**src/rtl/can_bit_timing.sv**
```systemverilog
// CAN bit timing: splits each bit into SYNC/TSEG1/TSEG2 time quanta, samples rx, applies hard sync and SJW-bounded resync.
// Latency: rx to internal edge detect is 2 clocks; sample_point/tx_point/resync_pulse are registered (1 clock after the deciding edge).
// Backpressure: none; free-running stage, outputs are single-clock pulses the consumer must catch.
module can_bit_timing #(
  parameter int BRP   = 1,
  parameter int TSEG1 = 3,
  parameter int TSEG2 = 2,
  parameter int SJW   = 1
) (
  input  logic i_clock,
  input  logic i_reset,
  input  logic i_rx,
  input  logic i_hard_sync_en,
  output logic o_rx_bit,
  output logic o_sample_point,
  output logic o_tx_point,
  output logic o_resync_pulse
);

  typedef enum logic [1:0] {
    SEG_SYNC  = 2'd0,
    SEG_TSEG1 = 2'd1,
    SEG_TSEG2 = 2'd2
  } seg_e;

  localparam logic [5:0] BRP_M1 = 6'(BRP - 1);
  localparam logic [4:0] T1_LEN = 5'(TSEG1);
  localparam logic [4:0] T2_LEN = 5'(TSEG2);
  localparam logic [4:0] SJW_W  = 5'(SJW);

  // rx synchroniser chain; r_rx_s_prev is one clock older than r_rx_s for edge detection
  logic r_rx_meta, r_rx_s, r_rx_s_prev;

  seg_e       r_seg, w_seg_nxt;
  logic [5:0] r_presc, w_presc_nxt;
  logic [4:0] r_idx, w_idx_nxt;
  logic [4:0] r_t1_len, r_t2_len;
  logic [4:0] w_t1_len_eff, w_t2_len_eff;
  logic       r_lock, w_lock_nxt;
  logic       r_rx_bit, r_sp, r_tx, r_rs;
  logic       w_sp_nxt, w_tx_nxt, w_rs_nxt;

  logic       w_tq_tick, w_edge, w_hard, w_resync;
  logic       w_t1_late, w_t2_early, w_t2_end, w_t2_shrink, w_force_sync;
  logic       w_t1_last, w_t2_last, w_enter_sync;
  logic [4:0] w_e, w_t1_adj, w_r;

  assign w_tq_tick = (r_presc == BRP_M1);
  assign w_edge    = r_rx_s_prev & ~r_rx_s;
  assign w_hard    = w_edge & i_hard_sync_en;
  assign w_resync  = w_edge & ~i_hard_sync_en & ~r_lock;

  // Late edge in TSEG1 stretches it by the phase error, capped at SJW
  assign w_t1_late    = w_resync && (r_seg == SEG_TSEG1);
  assign w_e          = r_idx + 5'd1;
  assign w_t1_adj     = (w_e < SJW_W) ? w_e : SJW_W;
  assign w_t1_len_eff = r_t1_len + (w_t1_late ? w_t1_adj : 5'd0);

  // Early edge in TSEG2: small error ends the bit now, otherwise TSEG2 shrinks by SJW
  assign w_t2_early   = w_resync && (r_seg == SEG_TSEG2);
  assign w_r          = T2_LEN - r_idx;
  assign w_t2_end     = w_t2_early && (w_r <= SJW_W);
  assign w_t2_shrink  = w_t2_early && !w_t2_end;
  assign w_t2_len_eff = r_t2_len - (w_t2_shrink ? SJW_W : 5'd0);

  assign w_force_sync = w_hard | w_t2_end;
  // Last-tq tests use the lengths already adjusted this cycle so a same-cycle resync takes effect
  assign w_t1_last    = (r_seg == SEG_TSEG1) && (r_idx == w_t1_len_eff - 5'd1);
  assign w_t2_last    = (r_seg == SEG_TSEG2) && (r_idx == w_t2_len_eff - 5'd1);
  assign w_enter_sync = w_force_sync | (w_tq_tick & w_t2_last);

  // Two-flop synchroniser plus history flop; idle bus is recessive
  always_ff @(posedge i_clock or negedge i_reset) begin
    if (!i_reset) begin
      r_rx_meta   <= 1'b1;
      r_rx_s      <= 1'b1;
      r_rx_s_prev <= 1'b1;
    end else begin
      r_rx_meta   <= i_rx;
      r_rx_s      <= r_rx_meta;
      r_rx_s_prev <= r_rx_s;
    end
  end

  // Segment state register
  always_ff @(posedge i_clock or negedge i_reset) begin
    if (!i_reset) begin
      r_seg <= SEG_SYNC;
    end else begin
      r_seg <= w_seg_nxt;
    end
  end

  // Next segment: syncs force SYNC, otherwise advance on tq boundaries
  always_comb begin
    w_seg_nxt = r_seg;
    if (w_force_sync) begin
      w_seg_nxt = SEG_SYNC;
    end else if (w_tq_tick) begin
      case (r_seg)
        SEG_SYNC:  w_seg_nxt = SEG_TSEG1;
        SEG_TSEG1: w_seg_nxt = w_t1_last ? SEG_TSEG2 : SEG_TSEG1;
        SEG_TSEG2: w_seg_nxt = w_t2_last ? SEG_SYNC : SEG_TSEG2;
        default:   w_seg_nxt = SEG_SYNC;
      endcase
    end
  end

  // Counters, lock and pulse decode for the next cycle
  always_comb begin
    w_presc_nxt = r_presc + 6'd1;
    w_idx_nxt   = r_idx;
    w_lock_nxt  = r_lock;
    w_sp_nxt    = w_tq_tick & w_t1_last & ~w_force_sync;
    w_tx_nxt    = w_enter_sync;
    w_rs_nxt    = w_hard | (w_resync & (r_seg != SEG_SYNC));
    if (w_force_sync || w_tq_tick) begin
      w_presc_nxt = 6'd0;
    end
    if (w_force_sync || (w_tq_tick && (w_seg_nxt != r_seg))) begin
      w_idx_nxt = 5'd0;
    end else if (w_tq_tick) begin
      w_idx_nxt = r_idx + 5'd1;
    end
    // Setting the lock wins over the sample-point clear
    if (w_rs_nxt) begin
      w_lock_nxt = 1'b1;
    end else if (w_sp_nxt) begin
      w_lock_nxt = 1'b0;
    end
  end

  // Datapath registers: prescaler, tq index, segment lengths, lock, sampled bit and pulses
  always_ff @(posedge i_clock or negedge i_reset) begin
    if (!i_reset) begin
      r_presc  <= 6'd0;
      r_idx    <= 5'd0;
      r_t1_len <= T1_LEN;
      r_t2_len <= T2_LEN;
      r_lock   <= 1'b0;
      r_rx_bit <= 1'b1;
      r_sp     <= 1'b0;
      r_tx     <= 1'b0;
      r_rs     <= 1'b0;
    end else begin
      r_presc  <= w_presc_nxt;
      r_idx    <= w_idx_nxt;
      r_t1_len <= w_enter_sync ? T1_LEN : w_t1_len_eff;
      r_t2_len <= w_enter_sync ? T2_LEN : w_t2_len_eff;
      r_lock   <= w_lock_nxt;
      r_sp     <= w_sp_nxt;
      r_tx     <= w_tx_nxt;
      r_rs     <= w_rs_nxt;
      if (w_sp_nxt) begin
        r_rx_bit <= r_rx_s;
      end
    end
  end

  assign o_rx_bit       = r_rx_bit;
  assign o_sample_point = r_sp;
  assign o_tx_point     = r_tx;
  assign o_resync_pulse = r_rs;

endmodule
```
**config.mk**
```make
export PLATFORM = sky130hd
export DESIGN_NAME = can_bit_timing
export DESIGN_NICKNAME = d
export VERILOG_FILES = /design/src/rtl/can_bit_timing.sv
export SDC_FILE = /design/constraint.sdc
export NUM_CORES = 1
export LEC_CHECK = 0
export BUFFER_PORTS_ARGS = -buffer_cell sky130_fd_sc_hd__buf_2
export CORE_UTILIZATION = 67
export CTS_BUF_LIST = sky130_fd_sc_hd__clkbuf_2 sky130_fd_sc_hd__clkbuf_4 sky130_fd_sc_hd__clkbuf_8
export DETAILED_ROUTE_END_ITERATION = 10
export PLACE_DENSITY = 0.86
export SYNTH_ARGS = -nofsm -noshare
export SYNTH_HDL_FRONTEND = slang
export SYNTH_SLANG_ARGS = --single-unit
```
**constraint.sdc**
```tcl
create_clock -name i_clock -period 8.85 [get_ports i_clock]
set_input_delay 0.4425 -clock i_clock [delete_from_list [all_inputs] [get_ports i_clock]]
set_output_delay 0.4425 -clock i_clock [all_outputs]
set_load 0.005 [all_outputs]
```
## Word level (Yosys, flattened, before mapping)

Cells that the tools add are included.
W data, S select, Z words.

| operators by class | value |
|---|---|
| reductions and logical operators | 15 |
| eq/ne operators | 5 |
| $add $sub $neg | 7 |
| mux-type cells | 15 |
| div/mod/pow operators | 0 |
| bitwise operators | 15 |
| magnitude comparators | 2 |
| multipliers | 0 |
| shifts and indexed selects | 0 |

Operators with widths:

| cell | number |
|---|---|
| $mux W5 | 6 |
| $eq A5 B5 Y1 | 2 |
| $sub A5 B1 Y5 const B | 2 |
| $and A1 B1 Y1 | 8 |
| $mux W2 | 4 |
| $logic_and A1 B1 Y1 | 7 |
| $add A6 B1 Y6 const B | 1 |
| $logic_not A6 Y1 | 1 |
| $mux W6 | 1 |
| $pmux W2 S3 | 1 |
| $reduce_bool A2 Y1 | 3 |
| $add A5 B1 Y5 const B | 1 |
| $add A5 B5 Y5 | 1 |
| $le A5 B1 Y1 const B | 1 |
| $lt A5 B1 Y1 const B | 1 |
| $sub A2 B5 Y5 const A | 1 |
| $sub A5 B1 Y5 | 1 |
| $not A1 Y1 | 4 |
| $mux W1 | 3 |
| $or A1 B1 Y1 | 3 |
| $eq A2 B1 Y1 const B | 1 |
| $eq A2 B2 Y1 const B | 1 |
| $logic_not A2 Y1 | 1 |
| $logic_or A1 B1 Y1 | 2 |
| 2 further kinds | 2 |

| storage, ports and cells | value |
|---|---|
| bits of input ports | 4 |
| output and inout bits | 4 |
| word-level logic and storage cells | 72 |
| ROM bits | 0 |
| bits in writable memories | 0 |
| register bits | 31 |
| memories kept | 0 |
| bits in latches | 0 |

## Depth between registers and ports, before layout

Gate-level depths: netlist (run 1).

| logic depth | value |
|---|---|
| word-level depth | 21 |
| depth in mapped cells | 17 |
| depth with buffers taken out | 16 |

## Worst setup path after synthesis (run 1)

OpenSTA, ideal clock, no wires.

| path | value |
|---|---|
| kind | register to register |
| start point | reg r_rx_s_prev |
| end point | reg r_rx_bit, in the netlist o_rx_bit |
| arrival time | 3.579 ns |
| path buffers | 0 |
| data required time | 8.768 ns |
| period minus slack after synthesis | 3.662 ns |
| cell stages (with the launch flop) | 14 |
| slack | 5.188 ns |
| setup time | 0.082 ns |
| cells stage by stage | dfstp_2 or2b_2 or4_1 a31oi_1 ha_1 inv_1 fa_1 nand2b_1 o2bb2ai_1 xnor3_1 xor2_1 o2111ai_2 or4_4 mux2_4 |

| on the way | value |
|---|---|
| word-level cells in the longest chain between the ends | 11 |
| elaborated cells between the ends (all ways) | 16 |
| classes of those cells | add/sub (2); eq/ne (1); mux (1); bitwise (8); reduce/logical (4) |

Ends and longest elaborated chain:

| what | RTL line | text |
|---|---|---|
| start: declaration | 32 | `logic r_rx_meta, r_rx_s, r_rx_s_prev;` |
| start signal: assignment | 81 | `r_rx_s_prev <= r_rx_s;` |
| $and A1 B1 Y1 (*) | 49 | `assign w_edge = r_rx_s_prev & ~r_rx_s;` |
| $and A1 B1 Y1 (2 in series) | 51 | `assign w_resync = w_edge & ~i_hard_sync_en & ~r_lock;` |
| $logic_and A1 B1 Y1 | 54 | `assign w_t1_late = w_resync && (r_seg == SEG_TSEG1);` |
| $mux W5 | 57 | `assign w_t1_len_eff = r_t1_len + (w_t1_late ? w_t1_adj : 5'd0);` |
| $add A5 B5 Y5 | 57 |  |
| $sub A5 B1 Y5 | 68 | `assign w_t1_last = (r_seg == SEG_TSEG1) && (r_idx == w_t1_len_eff - 5'd1);` |
| $eq A5 B5 Y1 | 68 |  |
| $logic_and A1 B1 Y1 | 68 |  |
| $and A1 B1 Y1 | 114 | `w_sp_nxt = w_tq_tick & w_t1_last & ~w_force_sync;` |
| $and A1 B1 Y1 (*) | 114 |  |
| end signal: assignment | 155 | `r_rx_bit <= r_rx_s;` |
| end: declaration | 40 | `logic r_rx_bit, r_sp, r_tx, r_rs;` |

Every way passes the cells marked *; elsewhere a longest branch is shown, timed or not.
A chain may end at the register's enable or synchronous reset.

## Worst setup path in the final report (run 1)

Same ends and word-level chain as after synthesis.

==> flow_summary.yaml, run 1 <==
pwr:
  p_total_mw: 0.607
  powerDensity_mw_per_mm2: 288
  vdd_ir_drop_max_v: 0.000241
  p_leak_nw: 0.982
yosys:
  synth_common_cells: "nor2_1, dfrtp_1, xnor2_1"
  synthDominantCellAreaShare_pct: 30.3
  yosysTopAreaCell: "dfrtp_1"
  yosys_warnings: 0
  synth.most_common_cell: "nor2_1"
  async_reset_ff_share_pct: 100
  synth-edff-count: 0
  yosysUniqueCellTypes: 48
  ys_seq_area_share_pct: 39.6
  yosys_most_used_dff: "dfrtp_1"
  syn_area_mm2: 0.00198
  synthCells: 205
  avgSynthCellArea_um2: 9.66
  yosys_register_bits: 31
  synthTopCellsByArea: "dfrtp_1, dfstp_2, ha_1, xnor2_1, xor2_1"
timing:
  finalSetupTns_ns: 0
  fin_crit_ns: 4.02
  drv_slew: 0
  max_freq_mhz: 249
  setup_violations: 0
  finClkSkew_ns: 0.00776
  fin_crit_sh_pct: 45.4
  hold_viol: 0
  relSlewSlack_pct: 55.3
  rsz0062_at_grt: "no"
  tightest_slew_ns: 0.670
die:
  fp-row-count: 19
  initial_core_util_pct: 71.2
  core_mm2: 0.00278
  die_w_um: 56.4
  die_h_um: 56.4
  fp.dieArea_mm2: 0.00318
  io_pins: 8
setup_path:
  cp-end-kind: "flop"
  slowest_stage: "dfstp_2"
  rr_startpoint: "r_rx_s_prev"
  startpoint_type: "flop"
  crit_chain: "or2b_2 -> or4_1 -> a31oi_1 -> ha_1 -> inv_1 -> fa_1 -> nand2b_1 -> o2bb2ai_1 -> xnor3_1 -> xor2_1 -> o2111ai_2 -> or4_4 -> mux2_4"
  worst_ep_arrival_time_ns: 4.29
  rr_worst_depth: 13
  cp_data_required_time_ns: 9.12
  cp_slowest_stage_delay_ns: 0.52
  r2r-end: "o_rx_bit"
  rrSetupSlack_ns: 4.83
  path_class: "reg2reg"
  crit_fanout: 6
layout:
  fin_util_pct: 75.9
  final_cells: 246
  fillCellCount: 194
  drive_gt1_share_pct: 16.7
  n_antenna_cell: 0
  nNetsFinal: 232
  syn2layout_area_growth_pct: 6.57
clocking:
  cts_tree: "built"
  cts_made_buffers: 5
  ctsHtreeMaxLevel: 2
  clock_sinks: 31
  clock-root-buffer: "clkbuf_4"
  cts_hold_buf: 0
  clock_path_buffers: 2
  post_cts_resized: 0
  worst_skew_pair.late_latency_ns: 0.33
  post_cts_buffers: 0
  path_clk_slew_ns: 0.09
placement:
  dp.cells: 238
  gp_congestion: 0.837
  port-buffer-count: 7
  dp_hpwl_um: 2760
run_status:
  status: "complete, no violations"
drt:
  route.detailed.drc: 0
  drt_pre_antenna_iters: 4
  vias: 1473
  viasPerCell: 5.99
  wirelength_um: 3610
  antenna_left: 0
  first_iter_violations: 85
  wl_per_cell_um: 14.7
grt:
  grtUsageTotal_pct: 26.3
  grt_max_degree: 32
  grt_overflow: 0
  grt_pass1_vias: 1478
  antenna_found_initial: 0
  grt_pass1_wl_um: 6360
min_path:
  min_path_type: "in2async"
run:
  maxCapViolCount: 0
how the worst max path moves through the flow:
stage | from | to | cells after the start
6_report | r_rx_s_prev | o_rx_bit | 13
5_1_grt | r_rx_s_prev | o_rx_bit | 13
4_1_cts | r_rx_s_prev | o_rx_bit | 13
3_5_place_dp | r_rx_s_prev | o_rx_bit | 13
3_3_place_gp | r_rx_s_prev | o_rx_bit | 13
2_1_floorplan | r_rx_s_prev | o_rx_bit | 13
stage by stage:
stage	hold WS (ns)	area (um2)	setup WS (ns)
after global placement	0.346	2020	5.02
after global routing	0.179	2110	4.69
after CTS	0.148	2110	4.86
after floorplan	0.147	1990	5.19
after detailed placement	0.347	2020	4.89
final	0.136	2110	4.83
report_power, final:
part | switching, mW | internal (mW) | leakage (nW)
combinational | 0.147 | 0.130 | 0.544
clock | 0.0467 | 0.0667 | 0.0482
sequential | 0.0395 | 0.177 | 0.390
total | 0.233 | 0.374 | 0.982
layer usage:
layer  global-route usage (%)  part of all wire (%)  wire (um)
met4                     11.1                   2.9        105
met2                     44.6                    51       1850
met3                     6.22                   4.0        145
met1                     32.0                    42       1520
met5                        0                     0          0
state kept, by name (all words and copies together), names as in the netlist:
register        cells
r_presc             6
r_idx               5
r_t1_len            5
r_t2_len            5
r_seg               2
o_resync_pulse      1
o_rx_bit            1
o_sample_point      1
o_tx_point          1
r_lock              1
r_rx_meta           1
r_rx_s              1
r_rx_s_prev         1
critical path, delay by kind of cell (launching register included):
kind,cells,cell delay (ns)
AO/OA/AOI/OAI,3,0.60
XOR/XNOR,2,0.43
adder cells (fa/ha/maj),2,0.62
buffers and inverters,1,0.07
flip-flops,1,0.52
multiplexers,1,0.31
AND/OR/NAND/NOR,4,1.41
cell type report:
type	count	area [um2]	area share, %
Multi-Input combinational cell	152	1100	52.0
Inverter	16	60.1	2.85
Clock buffer	6	51.3	2.43
Tap cell	31	38.8	1.84
Timing Repair Buffer	8	42.5	2.02
Clock inverter	2	35.0	1.66
Sequential cell	31	785	37.2
cells in the final DEF, fill, tap and decap left out, types with 3 or more instances in the layout:
cell type and instances:
nand2_1 5, nor2_1 25, nor3_1 6, dfrtp_1 24, buf_2 7, nand2b_1 5
conb_1 4, clkbuf_4 5, inv_1 16, nand3_1 6, xor2_1 11, xnor2_1 17
nand4_1 4, o21ai_0 3, a21oi_1 11, a211oi_1 3, nor4_1 4, ha_1 13
dfstp_2 7
cell families after synthesis:
logic type | count (synthesis) | share of synthesized area, %
other cells | 2 | 0.379
compound gates | 31 | 11.3
buf+inv | 24 | 5.31
fa+ha+maj | 14 | 9.22
mux | 2 | 1.26
xor+xnor | 29 | 13.5
simple gates | 72 | 19.4
flops | 31 | 39.6
Power figures use the tool's default switching activity.
==> run 2, diff against run 1 <==
--- a/config.mk
+++ b/config.mk
@@ -5,11 +5,12 @@
 export SDC_FILE = /design/constraint.sdc
 export NUM_CORES = 1
 export LEC_CHECK = 0
+export ABC_AREA = 1
 export BUFFER_PORTS_ARGS = -buffer_cell sky130_fd_sc_hd__buf_2
-export CORE_UTILIZATION = 67
+export CORE_UTILIZATION = 64
 export CTS_BUF_LIST = sky130_fd_sc_hd__clkbuf_2 sky130_fd_sc_hd__clkbuf_4 sky130_fd_sc_hd__clkbuf_8
 export DETAILED_ROUTE_END_ITERATION = 10
-export PLACE_DENSITY = 0.86
+export PLACE_DENSITY = 0.82
 export SYNTH_ARGS = -nofsm -noshare
 export SYNTH_HDL_FRONTEND = slang
 export SYNTH_SLANG_ARGS = --single-unit
==> constraint.sdc (replaced) <==
create_clock -name i_clock -period 3.73 [get_ports i_clock]
set_input_delay 0.1865 -clock i_clock [delete_from_list [all_inputs] [get_ports i_clock]]
set_output_delay 0.1865 -clock i_clock [all_outputs]
set_load 0.005 [all_outputs]
==> run 2 against run 1 <==
Effect of this change:
- the flow now finishes with violations (negative setup slack)
- die area increased by 8.7%
- worst hold slack better by 0.10 ns
- register-to-register slack got worse by 4.8 ns
- sequential share of layout area shrank 4.6 points
- first-iteration DRC count increased by 7.1%
- clock skew grew 0.0024 ns
- via count increased by 27%
- combinational power grew to 2.8 times the previous value
- largest power group unchanged
- highest routed layer unchanged
==> flow_summary.yaml, run 2 <==
yosys:
  yosysTopAreaCell: "dfrtp_1"
  synth-edff-count: 0
  synth_common_cells: "nand2_1, inv_1, nand3_1"
  ys_seq_area_share_pct: 38.0
  async_reset_ff_share_pct: 100
  yosys_warnings: 0
  synthDominantCellAreaShare_pct: 29.1
  yosys_most_used_dff: "dfrtp_1"
  synthTopCellsByArea: "dfrtp_1, nand2_1, nand3_1, dfstp_2, ha_1"
  synth.most_common_cell: "nand2_1"
  syn_area_mm2: 0.00206
  avgSynthCellArea_um2: 7.40
  yosysUniqueCellTypes: 31
  synthCells: 279
  yosys_register_bits: 31
timing:
  setup_violations: 2
  fin_crit_sh_pct: 100
  relSlewSlack_pct: 54.1
  finClkSkew_ns: 0.0102
  fin_crit_ns: 3.74
  fin_ws_ns: -0.00917
  hold_viol: 0
  whs_ns: 0.241
  tightest_slew_ns: 0.688
  drv_slew: 0
  max_freq_mhz: 267
drt:
  viasPerCell: 5.39
  first_iter_violations: 91
  wl_per_cell_um: 12.7
  met1_length_um: 1890
  top_layer: "met4"
  route.met3.wl_um: 203
  antenna_left: 0
  met2_length_um: 2250
  wirelength_um: 4420
  drt_pre_antenna_iters: 4
  route.detailed.drc: 0
  vias: 1869
die:
  core_mm2: 0.00305
  fp-row-count: 20
  io_pins: 8
  initial_core_util_pct: 67.6
  fp.dieArea_mm2: 0.00346
  die_w_um: 58.8
  die_h_um: 58.8
placement:
  port-buffer-count: 7
  place_area_mm2: 0.00216
  dp_hpwl_um: 3050
  gp_congestion: 0.903
setup_path:
  cp_data_required_time_ns: 4.01
  crit_start: "r_idx[1]"
  crit_chain: "ha_4 -> nand3_1 -> xor2_1 -> nor4_2 -> a2111oi_2 -> ha_2 -> inv_1 -> fa_2 -> inv_2 -> nor2_4 -> nand3_1 -> nand2_1 -> nand2_1 -> inv_1 -> nand2_2 -> a21oi_4 -> nand3_2 -> nand2_2 -> nand2_2 -> nand3_4 -> nand3_2 -> nand2_1"
  slowest_stage: "fa_2"
  startpoint_type: "flop"
  cp-end-kind: "flop"
  crit_fanout: 7
  path_class: "reg2reg"
  rr_startpoint: "r_idx[1]"
  worst_ep_arrival_time_ns: 4.02
  cp_slowest_stage_delay_ns: 0.59
grt:
  grt_pass1_wl_um: 6860
  grt_max_degree: 32
  grt_pass1_vias: 1624
  antenna_found_initial: 0
  grtUsageTotal_pct: 26.6
  grt_overflow: 0
clocking:
  worst_skew_pair.late_latency_ns: 0.33
  clock_sinks: 31
  clock_path_buffers: 2
  clock-root-buffer: "clkbuf_4"
  cts_tree: "built"
  path_clk_slew_ns: 0.10
  cts_made_buffers: 5
  ctsHtreeMaxLevel: 2
layout:
  final_area_mm2: 0.00242
  mostFrequentLayoutCells: "nand2_1, inv_1, nand3_1"
  fillCellCount: 219
  drive_gt1_share_pct: 20.5
  nNetsFinal: 320
  final_common_cell: "nand2_1"
  fin_util_pct: 79.2
  n_antenna_cell: 0
  syn2layout_area_growth_pct: 17.2
  largest-register: "r_presc"
  multi_input_area_mm2: 0.00121
  regArea_um2: 787
  largest_reg_flops: 6
run:
  maxCapViolCount: 0
min_path:
  min_from: "i_hard_sync_en"
  min_path_type: "in2reg"
run_status:
  violations: "negative setup slack"
  status: "finished with violations"
pwr:
  vdd_ir_drop_max_v: 0.000421
  powerDensity_mw_per_mm2: 632
  p_leak_nw: 1.24
[run 2: cell types whose count changed in the layout (fill, tap and decap cells not counted), moves of 4 or more]
cell,change
buf_4,+8
inv_1,+25
nand2_1,+62
nand2_2,+7
nand2b_1,-5
nand3_1,+31
nand3_2,+5
nor3_1,-6
nor4_1,-4
xnor2_1,-14
xor2_1,-6
[run 2: cell type report]
type	instances	area share (%)
multi-input combinational	203	49.9
sequential	31	32.5
inverter	43	6.67
timing repair buffer	18	5.07
tap	44	2.28
clock buffer	6	2.12
clock inverter	2	1.45
[run 2: final timing paths]
| kind | end | slack (ns) | cells after the start |
|---|---|---|---|
| max | r_idx[4] | -0.009 | 22 |
| min | o_resync_pulse | 0.24 | 5 |
| max reg2reg | r_idx[4] | -0.009 | 22 |
| min reg2reg | r_rx_s | 0.36 | 0 |
| max in group asynchronous | r_idx[0] | 2.82 | 2 |
| min in group asynchronous | r_t1_len[3] | 0.41 | 2 |
[run 2: through the flow]
stage               total power [mW]  instances  TNS, ns  worst slack [ns]
floorplan                      0.973        281        0             0.430
global placement                1.08        330        0             0.233
detailed placement              1.10        330        0            0.0397
CTS                             1.38        340        0            0.0142
global route                    1.64        347    -1.20            -0.194
finish                          1.53        347  -0.0123          -0.00917
[run 2: worst max-delay path, delay by kind of cell, from the launching register on]
family                     cells  cell delay [ns]
xor gates and xnor gates       1             0.27
buffers and inverters          3             0.19
AOI/OAI and AO/OA              2             0.59
adders and majority gates      3             1.03
and+or+nand+nor               13             1.11
DFF                            1             0.48
[run 2: kinds of logic after synthesis]
family / share of synthesized area [%]
fa+ha+maj: 8.85
simple gates: 33.2
other cells: 0.364
buf+inv: 8.73
flops: 38.0
compound gates: 7.03
xor+xnor: 3.82
[run 2: repair_timing]
item,in CTS,in global routing
hold endpoints to repair,25,0
resized for setup,0,24
hold buffers,2,0
endpoints found under the setup margin,0,16
buffers inserted,0,7
[run 2: metal layers]
| layer | track usage (%) | up-vias |
|---|---|---|
| met3 | 7.03 | 12 |
| met5 | 0 | - |
| met1 | 31.1 | 871 |
| met4 | 10.5 | 0 |
| li1 | - | 928 |
| met2 | 46.3 | 58 |
[run 2: where the power goes]
| part | leakage [nW] | switching (mW) | internal [mW] |
|---|---|---|---|
| registers | 0.387 | 0.0585 | 0.414 |
| logic | 0.806 | 0.470 | 0.305 |
| clock network | 0.0482 | 0.121 | 0.158 |
| total | 1.24 | 0.650 | 0.877 |
